<file path="src/rtl/debouncer_dois_botoes_if.sv">
// Raw button inputs and debounced outputs of the two-button debouncer.
// No handshake: raw levels are sampled every clock, and every output is a registered level or a one-cycle pulse.
interface debouncer_dois_botoes_if;
   logic botao1_bruto;
   logic botao2_bruto;
   logic pino2;
   logic pino3;
   logic press1;
   logic press2;
   logic solta1;
   logic solta2;
   // Per-channel debug state: 0 = ESTAVEL, 1 = QUALIFICANDO.
   logic estado1;
   logic estado2;

   modport master (
      output botao1_bruto, botao2_bruto,
      input  pino2, pino3, press1, press2, solta1, solta2, estado1, estado2
   );

   modport slave (
      input  botao1_bruto, botao2_bruto,
      output pino2, pino3, press1, press2, solta1, solta2, estado1, estado2
   );
endinterface

</file>
<file path="src/rtl/debouncer_dois_botoes.sv">
// Two independent button debouncers: a 2-flop synchronizer, a stability counter,
// a registered level and one-cycle press/release pulses per channel.
module debouncer_dois_botoes #(
   parameter int N_ESTAVEL   = 16,
   parameter bit ATIVO_BAIXO = 1'b0
) (
   input logic clk,
   input logic rst,
   debouncer_dois_botoes_if.slave bus
);

   localparam int CW = (N_ESTAVEL > 1) ? $clog2(N_ESTAVEL) : 1;
   localparam logic [CW-1:0] CNT_MAX = CW'(N_ESTAVEL - 1);

   typedef enum logic {ESTAVEL = 1'b0, QUALIFICANDO = 1'b1} estado_t;

   logic [1:0]    bruto;
   logic [1:0]    s1;
   logic [1:0]    s2;
   logic [1:0]    nivel;
   logic [1:0]    nivel_n;
   logic [1:0]    press;
   logic [1:0]    press_n;
   logic [1:0]    solta;
   logic [1:0]    solta_n;
   logic [CW-1:0] cnt   [2];
   logic [CW-1:0] cnt_n [2];
   estado_t       estado [2];

   // Index 0 is button 1 (pino2), index 1 is button 2 (pino3).
   assign bruto = {bus.botao2_bruto, bus.botao1_bruto} ^ {2{ATIVO_BAIXO}};

   always_ff @(posedge clk) begin
      if (rst) begin
         s1    <= '0;
         s2    <= '0;
         nivel <= '0;
         press <= '0;
         solta <= '0;
         for (int i = 0; i < 2; i++) cnt[i] <= '0;
      end else begin
         s1    <= bruto;
         s2    <= s1;
         nivel <= nivel_n;
         press <= press_n;
         solta <= solta_n;
         for (int i = 0; i < 2; i++) cnt[i] <= cnt_n[i];
      end
   end

   // A single cycle of agreement between s2 and the level drops back to ESTAVEL
   // and clears the counter, so a bounce restarts qualification from zero.
   always_comb begin
      nivel_n = nivel;
      press_n = '0;
      solta_n = '0;
      for (int i = 0; i < 2; i++) begin
         cnt_n[i]  = '0;
         estado[i] = (s2[i] != nivel[i]) ? QUALIFICANDO : ESTAVEL;
         case (estado[i])
            ESTAVEL: begin
               cnt_n[i] = '0;
            end
            QUALIFICANDO: begin
               if (cnt[i] == CNT_MAX) begin
                  nivel_n[i] = s2[i];
                  cnt_n[i]   = '0;
                  press_n[i] = s2[i];
                  solta_n[i] = ~s2[i];
               end else begin
                  cnt_n[i] = cnt[i] + CW'(1);
               end
            end
            default: begin
               cnt_n[i] = '0;
            end
         endcase
      end
   end

   assign bus.pino2   = nivel[0];
   assign bus.pino3   = nivel[1];
   assign bus.press1  = press[0];
   assign bus.press2  = press[1];
   assign bus.solta1  = solta[0];
   assign bus.solta2  = solta[1];
   assign bus.estado1 = estado[0];
   assign bus.estado2 = estado[1];

endmodule

</file>
<file path="src/flat_wrapper.sv">
// flat-port wrapper written by rule: the top's interface ports become plain ports
module debouncer_dois_botoes_flat 
#(
   parameter int N_ESTAVEL   = 16,
   parameter bit ATIVO_BAIXO = 1'b0
)
  (clk, rst, bus_botao1_bruto, bus_botao2_bruto, bus_pino2, bus_pino3, bus_press1, bus_press2, bus_solta1, bus_solta2, bus_estado1, bus_estado2);
  debouncer_dois_botoes_if bus_i ();
  input logic clk;
  input logic rst;
  input wire logic [$bits(bus_i.botao1_bruto)-1:0] bus_botao1_bruto;
  input wire logic [$bits(bus_i.botao2_bruto)-1:0] bus_botao2_bruto;
  output wire logic [$bits(bus_i.pino2)-1:0] bus_pino2;
  output wire logic [$bits(bus_i.pino3)-1:0] bus_pino3;
  output wire logic [$bits(bus_i.press1)-1:0] bus_press1;
  output wire logic [$bits(bus_i.press2)-1:0] bus_press2;
  output wire logic [$bits(bus_i.solta1)-1:0] bus_solta1;
  output wire logic [$bits(bus_i.solta2)-1:0] bus_solta2;
  output wire logic [$bits(bus_i.estado1)-1:0] bus_estado1;
  output wire logic [$bits(bus_i.estado2)-1:0] bus_estado2;
  assign bus_i.botao1_bruto = bus_botao1_bruto;
  assign bus_i.botao2_bruto = bus_botao2_bruto;
  assign bus_pino2 = bus_i.pino2;
  assign bus_pino3 = bus_i.pino3;
  assign bus_press1 = bus_i.press1;
  assign bus_press2 = bus_i.press2;
  assign bus_solta1 = bus_i.solta1;
  assign bus_solta2 = bus_i.solta2;
  assign bus_estado1 = bus_i.estado1;
  assign bus_estado2 = bus_i.estado2;
  debouncer_dois_botoes #(.N_ESTAVEL(N_ESTAVEL), .ATIVO_BAIXO(ATIVO_BAIXO)) u_core (.clk(clk), .rst(rst), .bus(bus_i));
endmodule
</file>
<file path="config.mk">
export PLATFORM = sky130hd
export DESIGN_NAME = debouncer_dois_botoes_flat
export DESIGN_NICKNAME = d
export VERILOG_FILES = /design/src/rtl/debouncer_dois_botoes_if.sv /design/src/rtl/debouncer_dois_botoes.sv /design/src/flat_wrapper.sv
export SDC_FILE = /design/constraint.sdc
export NUM_CORES = 1
export LEC_CHECK = 0
export CAP_MARGIN = 20
export CORE_AREA = 2 2 39 41
export CTS_CLUSTER_SIZE = 20
export DETAILED_ROUTE_END_ITERATION = 6
export DIE_AREA = 0 0 41 43
export PLACE_DENSITY = 0.79
export SLEW_MARGIN = 25
export SYNTH_ARGS = -nofsm -noshare
export SYNTH_HDL_FRONTEND = slang
export SYNTH_SLANG_ARGS = --single-unit
</file>
<file path="constraint.sdc">
create_clock -name clk -period 2.2 [get_ports clk]
set_clock_uncertainty 0.05 [all_clocks]
set_input_delay 0.33 -clock clk [delete_from_list [all_inputs] [get_ports clk]]
set_output_delay 0.33 -clock clk [all_outputs]
set_load 0.02 [all_outputs]
</file>
==> parameters.txt, run 1 <==
Parameter                              Value

Global routing
  Initial antenna violation count ... 0
  Vias in the first global route ... 384
  Wire length of the first global-routing pass ... 1560 um
  All-Layer GR Usage ... 0.139
  Total overflow reported by the global router ... 0
  Pin count of the biggest net entering global routing ... 15

Clocking
  Sink count of the clock tree ... 18
  Buffer type at the clock tree root ... sky130_fd_sc_hd__clkbuf_4
  Worst-case clock buffer depth ... 2
  TritonCTS clock tree ... done
  Clk pin slew, worst setup/hold paths ... 0.09 ns
  Count of hold buffers inserted by post-cts repair ... 0
  Later-pin clock latency in the skew report ... 0.28 ns
  Post-CTS sizing ... 0
  Number of clock buffers inserted by TritonCTS ... 3
  Number of buffers inserted by post-CTS setup repair ... 0
  H-tree depth ... 1

Setup path
  Cells along the critical path ... xor2_2 -> clkdlybuf4s50_1
  Max FO, Critical Path ... 5
  Reg-to-reg critical path endpoint ... u_core.solta[0]$_SDFF_PP0_
  Launching point of the worst reg2reg path ... u_core.cnt[0][0]$_SDFF_PP0_
  Crit. End Element ... output pin
  Setup slack, reg-to-reg ... 1.00 ns
  Endpoint arrival time on the critical path ... 1.56 ns
  Slowest stage cell, crit path ... sky130_fd_sc_hd__clkdlybuf4s50_1
  Startpoint class of the critical path ... flop
  Crit. Startpoint ... u_core.nivel[0]$_SDFFE_PP0P_
  Crit. path cell count ... 2
  WP buf/inv ... 1
  Data required time at the worst endpoint ... 1.82 ns
  Worst setup path class ... flop to output pin
  Dominant delay contributor by cell family on the critical path ... buffers and inverters
  Cell depth of the worst flop-to-flop path ... 3
  Capturing element of the worst setup path ... bus_estado1
  Max stage delay on crit path ... 0.63 ns

STA
  Fraction of the cycle the final worst path needs ... 0.882
  Final-layout setup total negative slack ... 0 ns
  Fin crit period ... 1.94 ns
  Worst slew margin relative to its limit ... 0.732
  Highest Clock Rate ... 515 MHz
  Total count of max-transition violations in the final report ... 0
  Setup repair after global routing missed its margin ... false
  Worst Tran Pin Value ... 0.401 ns
  Worst Hold Margin ... 0.396 ns
  Finish-stage setup viols ... 0
  Final hold violation count ... 0

Power
  Power density over cell area ... 641 mW/mm^2
  Total power ... 0.507 mW
  IR Drop Worst-Case VDD ... 378 uV
  Leakage Power ... 0.339 nW

Detailed routing
  Length of the first detailed-routing pass in iterations ... 2
  Drt first-iter violations ... 6
  Drt via density ... 4.89
  Detailed Route WL ... 905 um
  Post-DR wirelength/cell ... 10.8 um
  Remaining routing DRC violations ... 0
  Total number of vias ... 411
  DRT antenna net count ... 0

Finish
  Combined area of the multi-input logic cells ... 270 sq um
  Design Area, Final ... 791 sq um
  Footprint of the flip-flops and latches ... 360 sq um
  Fin cells ... 84
  Area overhead of the layout relative to synthesis ... 23.2%
  Fraction of layout cells with a size suffix above 1 ... 0.162
  # nets final ... 76
  FILL cells ... 124
  Antenna cells ... 0

Logic synthesis
  Sequential cell area fraction in the yosys report ... 0.561
  Flop and latch count out of synthesis ... 18
  Mean post-synth cell area ... 11.7 sq um
  Combined area of all synthesized cells ... 642 sq um
  Syn Inst Count ... 55
  Post-synthesis net count ... 61
  Synthesis Warnings ... 0
  Unique cell type count in the Yosys netlist ... 14

Floorplan
  Placeable Area ... 0.00138 sq mm
  IO Count ... 12
  Placement Rows ... 14
  Overall die area ... 0.00176 sq mm
  Die span in x ... 41 um
  Die Height ... 43 um
  Initial core utilization ... 0.464

Place
  Gpl congestion ... 0.600
  Dpl cell area ... 768 sq um
  HPWL reported at the end of detailed placement ... 701 um
  Placed Cells ... 81
  Port Buffer Count ... 11

Run
  Max-capacitance violation count ... 0

Run status
  Run status ... finished clean

Min path
  HP Class ... flop to flop
## registers in the layout, summed over array words and instances (netlist names)
signal	cells
u_core.cnt	8
u_core.nivel	2
u_core.press	2
u_core.s1	2
u_core.s2	2
u_core.solta	2
## final cells by class
type / instances / share of cell area
Clock buffer: 3 / 0.0285
Sequential cell: 18 / 0.456
Tap cell: 16 / 0.0253
Timing Repair Buffer: 11 / 0.139
Multi-Input combinational cell: 34 / 0.342
Inverter: 2 / 0.00949
## worst min path at each step
stage | start | slack (ns) | depth (start not counted) | endpoint
after floorplan | u_core.s1[0]$_SDFF_PP0_ | 0.36 | 1 | u_core.s2[0]$_SDFF_PP0_
after global placement | u_core.s1[1]$_SDFF_PP0_ | 0.37 | 1 | u_core.s2[1]$_SDFF_PP0_
after detailed placement | u_core.s1[0]$_SDFF_PP0_ | 0.38 | 1 | u_core.s2[0]$_SDFF_PP0_
after CTS | u_core.s1[0]$_SDFF_PP0_ | 0.40 | 1 | u_core.s2[0]$_SDFF_PP0_
after global routing | u_core.s1[1]$_SDFF_PP0_ | 0.41 | 1 | u_core.s2[1]$_SDFF_PP0_
final | u_core.s1[1]$_SDFF_PP0_ | 0.40 | 1 | u_core.s2[1]$_SDFF_PP0_
## synth_stat cells (all sizes together)
library cell	instances	area share
and3b	2	0.031
xor2	6	0.11
nand3	4	0.031
ha	2	0.039
nor2	8	0.055
nor2b	4	0.039
clkbuf	1	0.0058
inv	2	0.012
nor4b	4	0.055
dfxtp	18	0.56
nand3b	2	0.035
mux2i	2	0.031
## routing by layer
layer | vias to the layer above | routed length (um) | GRT usage | part of all wire
met4 | 0 | 17 | 0.120 | 0.019
met2 | 4 | 475 | 0.184 | 0.52
met1 | 196 | 386 | 0.169 | 0.43
li1 | 209 | - | - | -
met5 | - | 0 | 0 | 0
met3 | 2 | 26 | 0.0471 | 0.029
## per-stage QoR
step                      utilization  setup WS, ns
after floorplan                     -         0.981
after global placement          0.555         0.582
after detailed placement        0.555         0.566
after CTS                       0.571         0.240
after global routing            0.571         0.179
final                           0.571         0.259
## cells by family after synthesis
logic type,count (synthesis),share of synthesized area
AND/OR/NAND/NOR,24,0.246
multiplexers,2,0.0312
XOR/XNOR,6,0.105
adder cells (fa/ha/maj),2,0.0390
buffers and inverters,3,0.0175
flip-flops,18,0.561
## power by group
part / internal, mW / switching (mW) / total, mW
clock network: 0.0634 / 0.0888 / 0.152
registers: 0.330 / 0.00333 / 0.333
logic: 0.0124 / 0.00902 / 0.0214
total: 0.406 / 0.101 / 0.507
## placed cells by master (no fill, tap or decap)
master	Yosys	layout
sky130_fd_sc_hd__dfxtp_1	18	18
sky130_fd_sc_hd__clkdlybuf4s50_1	0	11
sky130_fd_sc_hd__nor2_1	6	6
sky130_fd_sc_hd__nand3_1	4	4
sky130_fd_sc_hd__nor4b_1	4	4
sky130_fd_sc_hd__xor2_1	4	4
sky130_fd_sc_hd__nor2b_1	4	4
sky130_fd_sc_hd__clkbuf_4	0	3
sky130_fd_sc_hd__xor2_2	2	2
sky130_fd_sc_hd__and3b_2	2	2
sky130_fd_sc_hd__mux2i_1	2	2
sky130_fd_sc_hd__inv_1	2	2
sky130_fd_sc_hd__nand3b_2	2	2
sky130_fd_sc_hd__nor2_2	2	2
sky130_fd_sc_hd__ha_1	2	2
(Power assumes the default switching activity.)
==> run 2: changes to the inputs <==
--- a/config.mk
+++ b/config.mk
@@ -10,6 +10,7 @@
 export CTS_CLUSTER_SIZE = 20
 export DETAILED_ROUTE_END_ITERATION = 6
 export DIE_AREA = 0 0 41 43
+export MAX_ROUTING_LAYER = met4
 export PLACE_DENSITY = 0.79
 export SLEW_MARGIN = 25
 export SYNTH_ARGS = -nofsm -noshare
==> run 2 against run 1 <==
Against the previous run:
- non-clock buffer count is the same
- global-route usage grew 0.45 points
- maximum frequency shrank 0.30%
- count of clock-buffer cells in the layout is the same
- cell count is the same
- via count is the same
- power grew 0.29%
- largest cell class unchanged
- largest power group unchanged
==> parameters.txt, run 2 (synthesis gave the netlist of run 1 again) <==
Parameter                              Value

Floorplan
  Overall die area ... 0.00176 sq mm
  Initial core utilization ... 0.464
  Placeable Area ... 0.00138 sq mm
  Die Height ... 43 um
  Placement Rows ... 14
  IO Count ... 12
  Die span in x ... 41 um

Setup path
  WP buf/inv ... 1
  Startpoint class of the critical path ... flop
  Worst setup path class ... flop to output pin
  Crit. End Element ... output pin
  Cell depth of the worst flop-to-flop path ... 3
  Dominant delay contributor by cell family on the critical path ... buffers and inverters
  Max FO, Critical Path ... 5
  Data required time at the worst endpoint ... 1.82 ns
  Max stage delay on crit path ... 0.63 ns
  Launching point of the worst reg2reg path ... u_core.cnt[0][0]$_SDFF_PP0_
  Setup slack, reg-to-reg ... 1.01 ns
  Cells along the critical path ... xor2_2 -> clkdlybuf4s50_1
  Reg-to-reg critical path endpoint ... u_core.solta[0]$_SDFF_PP0_
  Slowest stage cell, crit path ... sky130_fd_sc_hd__clkdlybuf4s50_1
  Endpoint arrival time on the critical path ... 1.57 ns

Finish
  # nets final ... 76
  Top library cells by usage in the layout, fill and taps aside ... sky130_fd_sc_hd__dfxtp_1, sky130_fd_sc_hd__clkdlybuf4s50_1, sky130_fd_sc_hd__nor2_1
  Max reg flops ... 8
  Area overhead of the layout relative to synthesis ... 23.2%
  Antenna cells ... 0
  Register bank with the most flops ... u_core.cnt
  Commonest non-fill, non-tap cell in the layout ... sky130_fd_sc_hd__dfxtp_1
  Final Core Density ... 0.571
  Fraction of layout cells with a size suffix above 1 ... 0.162

Power
  Power density over cell area ... 643 mW/mm^2
  Leakage Power ... 0.339 nW
  IR Drop Worst-Case VDD ... 378 uV
  Total power ... 0.508 mW

Global routing
  Wire length of the first global-routing pass ... 1570 um
  Total overflow reported by the global router ... 0
  Met3 capacity usage during global routing ... 0.0471
  Grt met2 use ... 0.184
  Vias in the first global route ... 382
  Met1 layer usage reported by global route ... 0.172
  All-Layer GR Usage ... 0.143
  Pin count of the biggest net entering global routing ... 15
  Layer with the highest usage after global routing ... met2
  Initial antenna violation count ... 0

STA
  Fraction of the cycle the final worst path needs ... 0.885
  Fin crit period ... 1.95 ns
  Highest Clock Rate ... 514 MHz
  Worst slew margin relative to its limit ... 0.728
  Setup repair after global routing missed its margin ... false
  Final hold violation count ... 0
  Final-layout setup total negative slack ... 0 ns
  Finish-stage setup viols ... 0
  Worst Tran Pin Value ... 0.407 ns
  Total count of max-transition violations in the final report ... 0

Clocking
  Worst-case clock buffer depth ... 2
  Sink count of the clock tree ... 18
  Count of hold buffers inserted by post-cts repair ... 0
  Number of buffers inserted by post-CTS setup repair ... 0
  TritonCTS clock tree ... done
  H-tree depth ... 1
  Later-pin clock latency in the skew report ... 0.28 ns
  Number of clock buffers inserted by TritonCTS ... 3
  Buffer type at the clock tree root ... sky130_fd_sc_hd__clkbuf_4
  Clk pin slew, worst setup/hold paths ... 0.09 ns
  Post-CTS sizing ... 0

Min path
  Startpoint of the tightest hold check path ... u_core.s1[0]$_SDFF_PP0_
  Cell depth of the worst hold path ... 1
  WHS Endpoint ... u_core.s2[0]$_SDFF_PP0_
  HP Class ... flop to flop

Detailed routing
  Detailed Route WL ... 914 um
  Remaining routing DRC violations ... 0
  Length of the first detailed-routing pass in iterations ... 2
  Total number of vias ... 411
  DRT antenna net count ... 0
  Drt via density ... 4.89
  Drt first-iter violations ... 6
  Post-DR wirelength/cell ... 10.9 um

Run status
  Run status ... finished clean

Run
  Max-capacitance violation count ... 0

Place
  Gpl congestion ... 0.604
  HPWL reported at the end of detailed placement ... 701 um
  Port Buffer Count ... 11
-- run 2: cell counts in the layout (fill, tap and decap cells not counted) --
Identical to the previous run, type by type.
-- run 2: final cells by class --
cell class / instances / area (sq um)
Clock buffer: 3 / 22.5
Fill cell: 124 / 593
Timing Repair Buffer: 11 / 110
Multi-Input combinational cell: 34 / 270
Tap cell: 16 / 20.0
Inverter: 2 / 7.51
Sequential cell: 18 / 360
-- run 2: how the worst max path moves through the flow --
| stage | start | end | slack [ns] | cells after the start |
|---|---|---|---|---|
| after global placement | u_core.nivel[1]$_SDFFE_PP0P_ | bus_estado2 | 0.58 | 2 |
| final | u_core.nivel[0]$_SDFFE_PP0P_ | bus_estado1 | 0.25 | 2 |
| after CTS | u_core.nivel[0]$_SDFFE_PP0P_ | bus_estado1 | 0.24 | 2 |
| after floorplan | u_core.nivel[0]$_SDFFE_PP0P_ | bus_estado1 | 0.98 | 1 |
| after global routing | u_core.nivel[0]$_SDFFE_PP0P_ | bus_estado1 | 0.18 | 2 |
| after detailed placement | u_core.nivel[0]$_SDFFE_PP0P_ | bus_estado1 | 0.57 | 2 |
-- run 2: report_power, final --
group / total (mW) / internal, mW / switching (mW) / leakage [nW]
logic: 0.0215 / 0.0124 / 0.00909 / 0.179
registers: 0.333 / 0.330 / 0.00333 / 0.146
clock network: 0.154 / 0.0634 / 0.0901 / 0.0138
-- run 2: layer usage --
metal  part of all wire  up-vias
li1                   -      209
met1               0.43      196
met2               0.52        4
met3              0.028        2
met4              0.019        0
met5                  0        -
-- run 2: per-stage QoR --
step | worst slack (ns) | hold WS (ns) | instance area, sq um | std cells
finish | 0.253 | 0.399 | 791 | 84
global route | 0.178 | 0.410 | 791 | 84
CTS | 0.240 | 0.401 | 791 | 84
detailed placement | 0.566 | 0.379 | 768 | 81
global placement | 0.582 | 0.370 | 768 | 81
floorplan | 0.981 | 0.364 | 642 | 55
